<file path="config.mk">
export PLATFORM = sky130hd
export DESIGN_NAME = hub75_bcm_scan_driver
export DESIGN_NICKNAME = d
export VERILOG_FILES = /design/src/rtl/hub75_bcm_scan_driver.sv
export SDC_FILE = /design/constraint.sdc
export NUM_CORES = 1
export LEC_CHECK = 0
export CORE_UTILIZATION = 49
export DETAILED_ROUTE_END_ITERATION = 12
export PLACE_DENSITY = 0.89
export SLEW_MARGIN = 20
export SYNTH_ARGS = -nofsm -noshare
export SYNTH_HDL_FRONTEND = slang
export SYNTH_SLANG_ARGS = --single-unit
</file>
<file path="constraint.sdc">
create_clock -name clk -period 2.3 [get_ports clk]
set_clock_uncertainty 0.2 [all_clocks]
set_input_delay 0.46 -clock clk [delete_from_list [all_inputs] [get_ports clk]]
set_output_delay 0.46 -clock clk [all_outputs]
set_load 0.02 [all_outputs]
</file>
<file path="src/rtl/hub75_bcm_scan_driver.sv">
// HUB75 scan driver: shifts one BCM bit plane per pass from a double-buffered frame RAM
// while the previous plane is displayed; buffers swap on frame boundaries via req/ack.
module hub75_bcm_scan_driver #(
   parameter int COLS       = 64,
   parameter int SCAN_LINES = 16,
   parameter int BPC        = 6,
   parameter int CLK_DIV    = 2,
   parameter int BASE_ON    = 8,
   parameter int LINE_W     = $clog2(SCAN_LINES),
   parameter int COL_W      = $clog2(COLS)
) (
   input  logic                    clk,
   input  logic                    reset_n,
   output logic                    rd_en,
   output logic [LINE_W+COL_W:0]   rd_addr,
   input  logic [3*BPC-1:0]        rd_data_top,
   input  logic [3*BPC-1:0]        rd_data_bot,
   input  logic                    swap_req,
   output logic                    swap_ack,
   output logic                    r0,
   output logic                    g0,
   output logic                    b0,
   output logic                    r1,
   output logic                    g1,
   output logic                    b1,
   output logic                    led_clk,
   output logic                    latch,
   output logic                    oe_n,
   output logic [LINE_W-1:0]       line_select,
   output logic                    frame_start
);

   localparam int PLANE_W = (BPC > 1) ? $clog2(BPC) : 1;
   localparam int TIMER_W = BPC + $clog2(BASE_ON) + 1;
   localparam int DIV_W   = (CLK_DIV > 1) ? $clog2(CLK_DIV) : 1;

   localparam logic [COL_W-1:0]   LAST_COL   = COL_W'(COLS - 1);
   localparam logic [LINE_W-1:0]  LAST_LINE  = LINE_W'(SCAN_LINES - 1);
   localparam logic [PLANE_W-1:0] LAST_PLANE = PLANE_W'(BPC - 1);
   localparam logic [DIV_W-1:0]   LAST_DIV   = DIV_W'(CLK_DIV - 1);
   localparam logic [TIMER_W-1:0] BASE_TIME  = TIMER_W'(BASE_ON);
   localparam logic [TIMER_W-1:0] TIMER_ONE  = TIMER_W'(1);

   typedef enum logic [1:0] {IDLE, SHIFT, WAIT_DISP, LATCH} state_t;
   typedef enum logic [2:0] {STEP_START, STEP_READ, STEP_DATA, STEP_LOW, STEP_HIGH} step_t;

   state_t              state;
   step_t               step;
   logic [COL_W-1:0]    col;
   logic [LINE_W-1:0]   line;
   logic [PLANE_W-1:0]  plane;
   logic [DIV_W-1:0]    div_cnt;
   logic [TIMER_W-1:0]  timer;
   logic                buf_sel;

   logic                plane_wrap;
   logic                frame_wrap;
   logic [PLANE_W-1:0]  next_plane;
   logic [LINE_W-1:0]   next_line;
   logic [BPC-1:0]      top_r, top_g, top_b, bot_r, bot_g, bot_b;

   assign rd_addr    = {buf_sel, line, col};
   assign plane_wrap = (plane == LAST_PLANE);
   assign frame_wrap = plane_wrap && (line == LAST_LINE);
   assign next_plane = plane_wrap ? '0 : plane + PLANE_W'(1);
   assign next_line  = !plane_wrap ? line : ((line == LAST_LINE) ? '0 : line + LINE_W'(1));

   assign top_r = rd_data_top[3*BPC-1:2*BPC];
   assign top_g = rd_data_top[2*BPC-1:BPC];
   assign top_b = rd_data_top[BPC-1:0];
   assign bot_r = rd_data_bot[3*BPC-1:2*BPC];
   assign bot_g = rd_data_bot[2*BPC-1:BPC];
   assign bot_b = rd_data_bot[BPC-1:0];

   // The display timer runs independently of the FSM so the next plane shifts while this one shows.
   always_ff @(posedge clk) begin
      if (!reset_n) begin
         state       <= IDLE;
         step        <= STEP_START;
         col         <= '0;
         line        <= '0;
         plane       <= '0;
         div_cnt     <= '0;
         timer       <= '0;
         buf_sel     <= 1'b0;
         line_select <= '0;
         rd_en       <= 1'b0;
         led_clk     <= 1'b0;
         latch       <= 1'b0;
         oe_n        <= 1'b1;
         swap_ack    <= 1'b0;
         frame_start <= 1'b0;
         {r0, g0, b0, r1, g1, b1} <= '0;
      end else begin
         swap_ack    <= 1'b0;
         frame_start <= 1'b0;
         latch       <= 1'b0;

         if (timer != '0) begin
            timer <= timer - TIMER_ONE;
            oe_n  <= (timer == TIMER_ONE);
         end

         case (state)
            IDLE: begin
               state       <= SHIFT;
               step        <= STEP_START;
               frame_start <= 1'b1;
               if (swap_req) begin
                  buf_sel  <= ~buf_sel;
                  swap_ack <= 1'b1;
               end
            end

            SHIFT: begin
               case (step)
                  STEP_START: begin
                     rd_en <= 1'b1;
                     step  <= STEP_READ;
                  end
                  STEP_READ: begin
                     rd_en <= 1'b0;
                     step  <= STEP_DATA;
                  end
                  STEP_DATA: begin
                     r0      <= top_r[plane];
                     g0      <= top_g[plane];
                     b0      <= top_b[plane];
                     r1      <= bot_r[plane];
                     g1      <= bot_g[plane];
                     b1      <= bot_b[plane];
                     div_cnt <= '0;
                     step    <= STEP_LOW;
                  end
                  STEP_LOW: begin
                     if (div_cnt == LAST_DIV) begin
                        led_clk <= 1'b1;
                        div_cnt <= '0;
                        step    <= STEP_HIGH;
                     end else begin
                        div_cnt <= div_cnt + DIV_W'(1);
                     end
                  end
                  STEP_HIGH: begin
                     if (div_cnt == LAST_DIV) begin
                        led_clk <= 1'b0;
                        div_cnt <= '0;
                        if (col == LAST_COL) begin
                           col   <= '0;
                           state <= WAIT_DISP;
                        end else begin
                           col   <= col + COL_W'(1);
                           rd_en <= 1'b1;
                           step  <= STEP_READ;
                        end
                     end else begin
                        div_cnt <= div_cnt + DIV_W'(1);
                     end
                  end
                  default: step <= STEP_START;
               endcase
            end

            WAIT_DISP: begin
               if (timer <= TIMER_ONE) begin
                  latch       <= 1'b1;
                  line_select <= line;
                  state       <= LATCH;
               end
            end

            LATCH: begin
               timer <= BASE_TIME << plane;
               oe_n  <= 1'b0;
               plane <= next_plane;
               line  <= next_line;
               state <= SHIFT;
               step  <= STEP_START;
               if (frame_wrap) begin
                  frame_start <= 1'b1;
                  if (swap_req) begin
                     buf_sel  <= ~buf_sel;
                     swap_ack <= 1'b1;
                  end
               end
            end

            default: state <= IDLE;
         endcase
      end
   end

endmodule

</file>
==> impl_table.tex, run 1 <==
\begin{tabular}{lr}
\hline
Metric & Value \\
\hline
\multicolumn{2}{l}{\textbf{Placement}} \\
Last weighted congestion value of the routability-driven placer & 0.872 \\
Final HPWL DP & 4800 um \\
Number of port buffers & 65 \\
DP Worst Slack & 262 ps \\
Number of placed instances, taps included & 417 \\
\multicolumn{2}{l}{\textbf{CTS}} \\
Post-cts hold buffer count & 0 \\
Total clock buffers created by CTS & 5 \\
Cts repair resizes & 0 \\
Deepest clock path buffer count & 2 \\
Post-CTS setup repair buffer count & 0 \\
Clock insertion delay at the later pin of the skew report & 310 ps \\
Library cell used as clock root buffer & sky130\_fd\_sc\_hd\_\_clkbuf\_8 \\
Number of sinks on the clock net & 46 \\
Clock tree from TritonCTS & yes \\
Htree depth & 2 \\
Post-CTS clock slew at the launch and capture registers of the worst setup and hold paths & 90 ps \\
\multicolumn{2}{l}{\textbf{Worst setup path}} \\
Levels on crit path & 1 \\
Cell depth of the worst flop-to-flop path & 5 \\
CP Capture Type & output port \\
CP peak stage delay & 650 ps \\
Required @ worst endpoint & 1640 ps \\
Worst path slowest cell & sky130\_fd\_sc\_hd\_\_clkdlybuf4s50\_1 \\
Critical-path maximum fanout & 6 \\
Number of buffers and inverters on the critical path & 1 \\
Top delay family on crit path & buffers and inverters \\
Data arrival time of the critical path & 1420 ps \\
Critical path, cell by cell & clkdlybuf4s50\_1 \\
WS Path Type & reg -> out \\
Nature of the critical path startpoint & register \\
\multicolumn{2}{l}{\textbf{Floorplan}} \\
Die Y & 75.5 um \\
I/O pin total & 66 \\
Starting density of the core & 0.512 \\
Core Footprint & 0.00517 mm2 \\
Die X & 75.5 um \\
Die area & 0.00570 mm2 \\
Count of standard-cell rows & 26 \\
\multicolumn{2}{l}{\textbf{Detailed routing}} \\
Remaining antenna violation count & 0 \\
Initial drt markers & 129 \\
Number of vias after detailed routing & 2477 \\
Via density per instance & 5.83 \\
Drc violations & 0 \\
Average wire per standard cell & 14.9 um \\
Aggregate routed wire length & 6330 um \\
Pre-antenna DRT Iters & 4 \\
\multicolumn{2}{l}{\textbf{Global route}} \\
Initial antenna violation count & 0 \\
Total gr overflow & 0 \\
Wire length of the first global-routing pass & 10400 um \\
Total global routing track utilization & 0.242 \\
Number of global-route vias before repair & 2337 \\
Pin count of the biggest net entering global routing & 22 \\
\multicolumn{2}{l}{\textbf{Synthesis}} \\
Number of instances in the synthesized netlist & 291 \\
Mean Syn Cell Area & 9.10 um2 \\
Sequential-to-total area share from yosys stat & 0.348 \\
Share of synthesized registers carrying an async set or reset & 0 \\
Number of nets produced by synthesis & 340 \\
Post-synthesis register bit count & 46 \\
Count of warnings emitted by yosys & 0 \\
Number of distinct library cells after synthesis & 61 \\
Combined area of all synthesized cells & 0.00265 mm2 \\
Count of flip-flops with a built-in enable after synthesis & 0 \\
Main flop type after synthesis & sky130\_fd\_sc\_hd\_\_dfxtp\_1 \\
\multicolumn{2}{l}{\textbf{STA}} \\
PnR worst setup slack & 219 ps \\
Min Tclk post-route & 2080 ps \\
Max Fclk & 480 MHz \\
Max-slew violation total from the final report & 0 \\
Unrepaired setup endpoints after global routing & no \\
Fin. Hold Viols & 0 \\
Post-route clock period utilization & 0.905 \\
Worst-Margin Slew & 512 ps \\
Count of endpoints failing setup in the final report & 0 \\
Tightest slew margin relative to the limit & 0.658 \\
Total Neg Setup Slack & 0 ps \\
\multicolumn{2}{l}{\textbf{Final layout}} \\
Fraction of layout cells with a size suffix above 1 & 0.0986 \\
Area added between synthesis and finish & 29.1\% \\
Post-route non-filler standard cell count & 425 \\
Count of antenna diodes in the layout & 0 \\
Net count, final & 403 \\
\multicolumn{2}{l}{\textbf{Power and ir drop}} \\
P\_leak & 1.29 nW \\
Max VDD drop & 0.430 mV \\
Power per cell area & 917 mW/mm2 \\
\multicolumn{2}{l}{\textbf{Min path}} \\
Hold/Removal Path Class & reg -> reg \\
Worst hold path cell count & 2 \\
\multicolumn{2}{l}{\textbf{Outcome}} \\
Result of the run & finished clean \\
\multicolumn{2}{l}{\textbf{Flow run}} \\
Max-capacitance violation count & 0 \\
\hline
\end{tabular}
-- metrics by stage --
| step | area (um2) | power [mW] | hold slack [ps] | utilization |
|---|---|---|---|---|
| detailed placement | 3330 | 2.62 | 265 | 0.644 |
| global placement | 3330 | 2.55 | 256 | 0.644 |
| floorplan | 2650 | 2.24 | 243 | - |
| CTS | 3420 | 3.13 | 280 | 0.661 |
| finish | 3420 | 3.13 | 279 | 0.661 |
| global route | 3420 | 3.34 | 323 | 0.661 |
-- layer usage --
| layer | global-route usage | routed length, um | vias up |
|---|---|---|---|
| met5 | 0 | 0 | - |
| met4 | 0.0967 | 115 | 0 |
| met3 | 0.0635 | 399 | 12 |
| met2 | 0.439 | 3250 | 94 |
| met1 | 0.270 | 2570 | 1180 |
| li1 | - | - | 1191 |
-- cells in the final DEF, fill, tap and decap left out, drive strengths merged, types with 2 or more instances in the layout --
master	count
buf	8
o21ai	16
o2111ai	2
or3	2
nor2	28
xnor2	2
clkinv	4
inv	10
o31ai	3
nor3b	2
or4	3
a21oi	19
nor3	3
o21a	4
clkbuf	5
o41ai	2
nand3b	4
mux4	6
nor2b	6
nand2b	3
clkdlybuf4s50	65
a22oi	6
o211ai	2
a211oi	4
dfxtp	46
nand2	20
mux2i	9
nor4	4
ha	10
xor2	9
mux2	6
nand4	6
and3	3
nand4b	4
and2	5
nand3	6
-- cell type report --
| cell class | instances | area (um2) |
|---|---|---|
| repair buffers | 73 | 711 |
| clock inverters | 3 | 21.3 |
| clock buffers | 5 | 68.8 |
| flip-flops and latches | 46 | 921 |
| fillers | 427 | 1750 |
| multi-input cells | 216 | 1570 |
| inverters | 12 | 45.0 |
| well taps | 70 | 87.6 |
-- cell usage after synthesis, types with 3 or more instances --
library cell / n / share of area
sky130_fd_sc_hd__a211oi_1: 4 / 0.011
sky130_fd_sc_hd__a21oi_1: 19 / 0.036
sky130_fd_sc_hd__a22oi_1: 6 / 0.017
sky130_fd_sc_hd__and2_1: 5 / 0.012
sky130_fd_sc_hd__and3_1: 3 / 0.0071
sky130_fd_sc_hd__buf_2: 4 / 0.0076
sky130_fd_sc_hd__clkbuf_1: 5 / 0.0071
sky130_fd_sc_hd__dfxtp_1: 46 / 0.35
sky130_fd_sc_hd__ha_1: 10 / 0.047
sky130_fd_sc_hd__inv_1: 10 / 0.014
sky130_fd_sc_hd__mux2_2: 6 / 0.026
sky130_fd_sc_hd__mux2i_1: 9 / 0.034
sky130_fd_sc_hd__mux4_2: 6 / 0.051
sky130_fd_sc_hd__nand2_1: 20 / 0.028
sky130_fd_sc_hd__nand2b_1: 3 / 0.0071
sky130_fd_sc_hd__nand3_1: 6 / 0.011
sky130_fd_sc_hd__nand3b_1: 4 / 0.011
sky130_fd_sc_hd__nand4_1: 6 / 0.014
sky130_fd_sc_hd__nand4b_1: 4 / 0.013
sky130_fd_sc_hd__nor2_1: 28 / 0.040
sky130_fd_sc_hd__nor2b_1: 6 / 0.014
sky130_fd_sc_hd__nor3_1: 3 / 0.0057
sky130_fd_sc_hd__nor4_1: 4 / 0.0094
sky130_fd_sc_hd__o21a_1: 4 / 0.011
sky130_fd_sc_hd__o21ai_0: 14 / 0.026
sky130_fd_sc_hd__xor2_1: 9 / 0.030
-- flip-flops by register name, summed over array words and instances, names as in the netlist --
| name | count |
|---|---|
| b0 | 1 |
| b1 | 1 |
| buf_sel | 1 |
| col | 6 |
| div_cnt | 1 |
| frame_start | 1 |
| g0 | 1 |
| g1 | 1 |
| latch | 1 |
| led_clk | 1 |
| line | 4 |
| line_select | 4 |
| oe_n | 1 |
| plane | 3 |
| r0 | 1 |
| r1 | 1 |
| rd_en | 1 |
| state | 2 |
| step | 3 |
| swap_ack | 1 |
| timer | 10 |
-- logic make-up (layout without fill, tap and decap cells) --
logic type | Yosys count | in the layout | synth area share
AO/OA/AOI/OAI | 70 | 70 | 0.184
XOR/XNOR | 11 | 11 | 0.0364
adder cells (fa/ha/maj) | 10 | 10 | 0.0472
buffers and inverters | 29 | 93 | 0.0614
flip-flops | 46 | 46 | 0.348
multiplexers | 21 | 21 | 0.111
AND/OR/NAND/NOR | 104 | 104 | 0.213
-- report_power, final --
group	switching (mW)	total, mW	internal [mW]
registers	0.180	1.13	0.950
clock network	0.297	0.511	0.214
logic	0.813	1.49	0.680
total	1.29	3.13	1.84
-- path summary, 6_finish.rpt --
| check | from | to | slack, ps |
|---|---|---|---|
| hold reg to reg | buf_sel | buf_sel | 280 |
| hold / removal | buf_sel | buf_sel | 280 |
| setup / recovery | line[0] | rd_addr[6] | 220 |
| setup reg to reg | state[1] | step[2] | 270 |
Power figures use the tool's default switching activity.
==> run 2, diff against run 1 <==
CAP_MARGIN = 10   (was default)
==> results of run 2 <==
Same layout as run 1: the final DEF is identical, and so are final timing and power.
==> run 3, diff against run 2 <==
MAX_ROUTING_LAYER = met4   (was default)
==> impl_table.tex, run 3 (synthesis results as in run 1) <==
\begin{tabular}{lr}
\hline
Metric & Value \\
\hline
\multicolumn{2}{l}{\textbf{Detailed routing}} \\
Drc violations & 0 \\
Met1 WL & 2590 um \\
Via density per instance & 5.85 \\
Number of vias after detailed routing & 2486 \\
Initial drt markers & 136 \\
Met2 wirelength from detailed routing & 3250 um \\
DR top layer & met4 \\
Remaining antenna violation count & 0 \\
Met3 WL & 364 um \\
Aggregate routed wire length & 6330 um \\
Pre-antenna DRT Iters & 4 \\
Average wire per standard cell & 14.9 um \\
\multicolumn{2}{l}{\textbf{Floorplan}} \\
Core Footprint & 0.00517 mm2 \\
Die area & 0.00570 mm2 \\
Count of standard-cell rows & 26 \\
I/O pin total & 66 \\
Die Y & 75.5 um \\
Die X & 75.5 um \\
Starting density of the core & 0.512 \\
\multicolumn{2}{l}{\textbf{Global route}} \\
Total gr overflow & 0 \\
Total global routing track utilization & 0.250 \\
Wire length of the first global-routing pass & 10400 um \\
Pin count of the biggest net entering global routing & 22 \\
Number of global-route vias before repair & 2341 \\
Initial antenna violation count & 0 \\
\multicolumn{2}{l}{\textbf{Final layout}} \\
Number of flip-flops under the largest register name & 10 \\
Net count, final & 403 \\
Commonest non-fill, non-tap cells in the layout & sky130\_fd\_sc\_hd\_\_clkdlybuf4s50\_1 (65), sky130\_fd\_sc\_hd\_\_dfxtp\_1 (46), sky130\_fd\_sc\_hd\_\_nor2\_1 (28) \\
Area added between synthesis and finish & 29.1\% \\
FF/Latch Area & 921 um2 \\
Total area of multi-input combinational cells & 0.00157 mm2 \\
Most common library cell in the layout ignoring fill and taps & sky130\_fd\_sc\_hd\_\_clkdlybuf4s50\_1 \\
Top register by number of flip-flops & timer \\
Count of fill cells added during filler insertion & 427 \\
Count of antenna diodes in the layout & 0 \\
Fraction of layout cells with a size suffix above 1 & 0.0986 \\
Regs by FF count & timer (10), col (6) \\
\multicolumn{2}{l}{\textbf{CTS}} \\
Library cell used as clock root buffer & sky130\_fd\_sc\_hd\_\_clkbuf\_8 \\
Clock tree from TritonCTS & yes \\
Deepest clock path buffer count & 2 \\
Post-cts hold buffer count & 0 \\
Clock insertion delay at the later pin of the skew report & 310 ps \\
Post-CTS clock slew at the launch and capture registers of the worst setup and hold paths & 90 ps \\
Total clock buffers created by CTS & 5 \\
Htree depth & 2 \\
Cts repair resizes & 0 \\
Number of sinks on the clock net & 46 \\
Post-CTS setup repair buffer count & 0 \\
\multicolumn{2}{l}{\textbf{Worst setup path}} \\
Nature of the critical path startpoint & register \\
Worst path slowest cell & sky130\_fd\_sc\_hd\_\_clkdlybuf4s50\_1 \\
Top delay family on crit path & buffers and inverters \\
WS Path Type & reg -> out \\
Critical path, cell by cell & clkdlybuf4s50\_1 \\
Number of buffers and inverters on the critical path & 1 \\
Required @ worst endpoint & 1640 ps \\
CP peak stage delay & 650 ps \\
CP Capture Type & output port \\
Critical-path maximum fanout & 6 \\
Data arrival time of the critical path & 1420 ps \\
\multicolumn{2}{l}{\textbf{Power and ir drop}} \\
P\_leak & 1.29 nW \\
Power per cell area & 914 mW/mm2 \\
Max VDD drop & 0.430 mV \\
\multicolumn{2}{l}{\textbf{STA}} \\
Total Neg Setup Slack & 0 ps \\
Max Fclk & 480 MHz \\
Final worst hold slack & 279 ps \\
Max-slew violation total from the final report & 0 \\
Worst-Margin Slew & 510 ps \\
Tightest slew margin relative to the limit & 0.660 \\
Post-route clock period utilization & 0.905 \\
Min Tclk post-route & 2080 ps \\
Count of endpoints failing setup in the final report & 0 \\
Fin. Hold Viols & 0 \\
Unrepaired setup endpoints after global routing & no \\
\multicolumn{2}{l}{\textbf{Outcome}} \\
Result of the run & finished clean \\
\multicolumn{2}{l}{\textbf{Placement}} \\
Final HPWL DP & 4800 um \\
Number of port buffers & 65 \\
Last weighted congestion value of the routability-driven placer & 0.886 \\
\multicolumn{2}{l}{\textbf{Min path}} \\
Hold/Removal Path Class & reg -> reg \\
\multicolumn{2}{l}{\textbf{Flow run}} \\
Max-capacitance violation count & 0 \\
\hline
\end{tabular}
## run 3: cell counts in the layout (fill, tap and decap cells not counted)
No cell type changed its count.
## run 3: path summary, 6_finish.rpt
| kind | start | to | slack, ps | cells after the start |
|---|---|---|---|---|
| max | line[0] | rd_addr[6] | 220 | 1 |
| max reg2reg | state[1] | step[2] | 270 | 5 |
| min | buf_sel | buf_sel | 280 | 2 |
| min reg2reg | buf_sel | buf_sel | 280 | 2 |
## run 3: metrics by stage
step	setup WS, ps	instances	cell area, um2	utilization	power [mW]
3_5_place_dp	262	417	3330	0.644	2.62
2_1_floorplan	423	291	2650	-	2.24
4_1_cts	201	425	3420	0.661	3.13
5_1_grt	150	425	3420	0.661	3.34
3_3_place_gp	309	417	3330	0.644	2.55
6_report	218	425	3420	0.661	3.12
## run 3: routing by layer
metal | GRT usage | vias to the layer above
li1 | - | 1190
met1 | 0.273 | 1185
met2 | 0.441 | 97
met3 | 0.0556 | 14
met4 | 0.0967 | 0
met5 | - | -
## run 3: power by group
group | switching, mW | leakage, nW | internal [mW]
registers | 0.179 | 0.374 | 0.950
logic | 0.806 | 0.868 | 0.680
clock network | 0.296 | 0.0441 | 0.214
total | 1.28 | 1.29 | 1.84
## run 3: worst register-to-register path, stage by stage (launching register included)
cell,delay [ps]
sky130_fd_sc_hd__dfxtp_1,350
sky130_fd_sc_hd__inv_1,90
sky130_fd_sc_hd__ha_1,340
sky130_fd_sc_hd__nand3b_1,220
sky130_fd_sc_hd__or4b_2,700
sky130_fd_sc_hd__nand3_1,80
## run 3: final cells by class
class,instances,share of cell area
multi-input cells,216,0.458
well taps,70,0.0256
inverters,12,0.0132
clock inverters,3,0.00622
flip-flops and latches,46,0.269
clock buffers,5,0.0201
repair buffers,73,0.208
==> RTL edit (settings of run 2) <==
The parameter `BPC` goes from 6 to 3.
--- a/src/rtl/hub75_bcm_scan_driver.sv
+++ b/src/rtl/hub75_bcm_scan_driver.sv
@@ -5,3 +5,3 @@
    parameter int SCAN_LINES = 16,
-   parameter int BPC        = 6,
+   parameter int BPC        = 3,
    parameter int CLK_DIV    = 2,
Interface: changed (resized rd_data_bot and rd_data_top); port bits go from 66 to 48. The function was not compared with the original's and may differ.
==> RTL edit against run 2 <==
Wire length is 22% lower; first-iteration DRC count is 38% lower; power is 22% lower; maximum frequency is 0.77% higher; largest power group unchanged; area after synthesis is 19% lower; cell area is 20% lower; worst setup slack better by 0.016 ns; highest routed layer unchanged; sequential cell count is 4 lower; hold slack better by 0.021 ns.
==> RTL edit: results (changes against run 2) <==
syn_nets: 279  # -18%
reg_top3: "timer x7, col x6"
holdWs_ns: 0.300  # +0.0208 ns
grt_pass1_vias: 1787  # -24%
final_cells: 345  # -19%
layout-drive-gt1-share_pct: 6.78  # -3.1 points
wl_per_cell_um: 14.3  # -4.1%
peakVddDrop_v: 0.000433  # +0.54%
dp_hpwl_um: 3520  # -27%
gp_congestion: 0.832  # -4.5%
yosys.cell_types.count: 49  # -20%
grt_max_degree: 14  # -36%
dpl_cell_area_um2: 2630  # -21%
grt_pass1_wl_um: 7700  # -26%
worstMarginPinSlew_ns: 0.570  # +0.0574 ns
largest_register: "timer"
leakage_uw: 0.00105  # -19%
drt_iter0_drc: 80  # -38%
vias: 1937  # -22%
syn_avg_cell_area_um2: 8.57  # -5.8%
rr_worst_depth: 4  # -1
portBuffers: 47  # -28%
synthTopCellsByArea: "dfxtp_1, mux2i_1, a21oi_1"
status: "completed"
synth_commonest_cells: "dfxtp_1, nor2_1, a21oi_1, nand2_1, mux2i_1"
final_nets: 324  # -20%
dpl.cell_count: 337  # -19%
[RTL edit: changes by cell type after synthesis, sizes merged, moves of 4 or more]
cell           run 2  this run
a21oi             19        24
a22oi              6         0
and2               5         1
buf                9         4
clkbuf             7        11
dfxtp             46        42
mux2               6         1
mux2i              9        14
mux4               6         0
nand4              6         2
o21ai             16         7
[RTL edit: metrics by stage]
step / setup slack, ns / util (%)
after global routing: 0.174 / 66.8
after global placement: 0.334 / 64.5
after detailed placement: 0.267 / 64.5
final: 0.235 / 66.8
after floorplan: 0.314 / -
after CTS: 0.235 / 66.8
[RTL edit: per-layer routing]
layer	GRT usage, %	part of all wire (%)	vias up
li1	-	-	973
met1	25.0	42	886
met2	39.1	48	67
met3	6.33	7.6	11
met4	10.7	2.2	0
met5	0	0	-
[RTL edit: report_power, final]
part,total [µW],internal (µW),switching [µW]
Combinational,980,460,521
Sequential,973,842,131
Clock,505,241,264
Total,2460,1540,915
[RTL edit: worst min-delay path: stages, from the launching register on]
cell and delay, ns:
dfxtp_1 0.33, mux2i_1 0.07, nor2_1 0.07
[RTL edit: path summary, 6_finish.rpt]
path                                      from              to
worst max-delay path                   line[0]      rd_addr[6]
worst min-delay path            line_select[3]  line_select[3]
worst min register to register  line_select[3]  line_select[3]
worst max register to register        timer[2]  line_select[1]
[RTL edit: layout make-up]
cell class                 count  area, µm²  share of cell area, %
clock inverter                 2       12.5                  0.459
multi-input combinational    181       1170                   43.0
inverter                      11       41.3                   1.51
timing repair buffer          53        515                   18.9
sequential                    42        841                   30.8
clock buffer                   6       82.6                   3.03
tap                           50       62.6                   2.29
[RTL edit: kinds of logic after synthesis]
kind of cell	count (synthesis)	synth area share, %
AO/OA/AOI/OAI	57	16.8
XOR/XNOR	9	3.69
adder cells (fa/ha/maj)	9	5.28
buffers and inverters	26	5.63
flip-flops	42	39.4
multiplexers	15	7.09
AND/OR/NAND/NOR	91	22.1
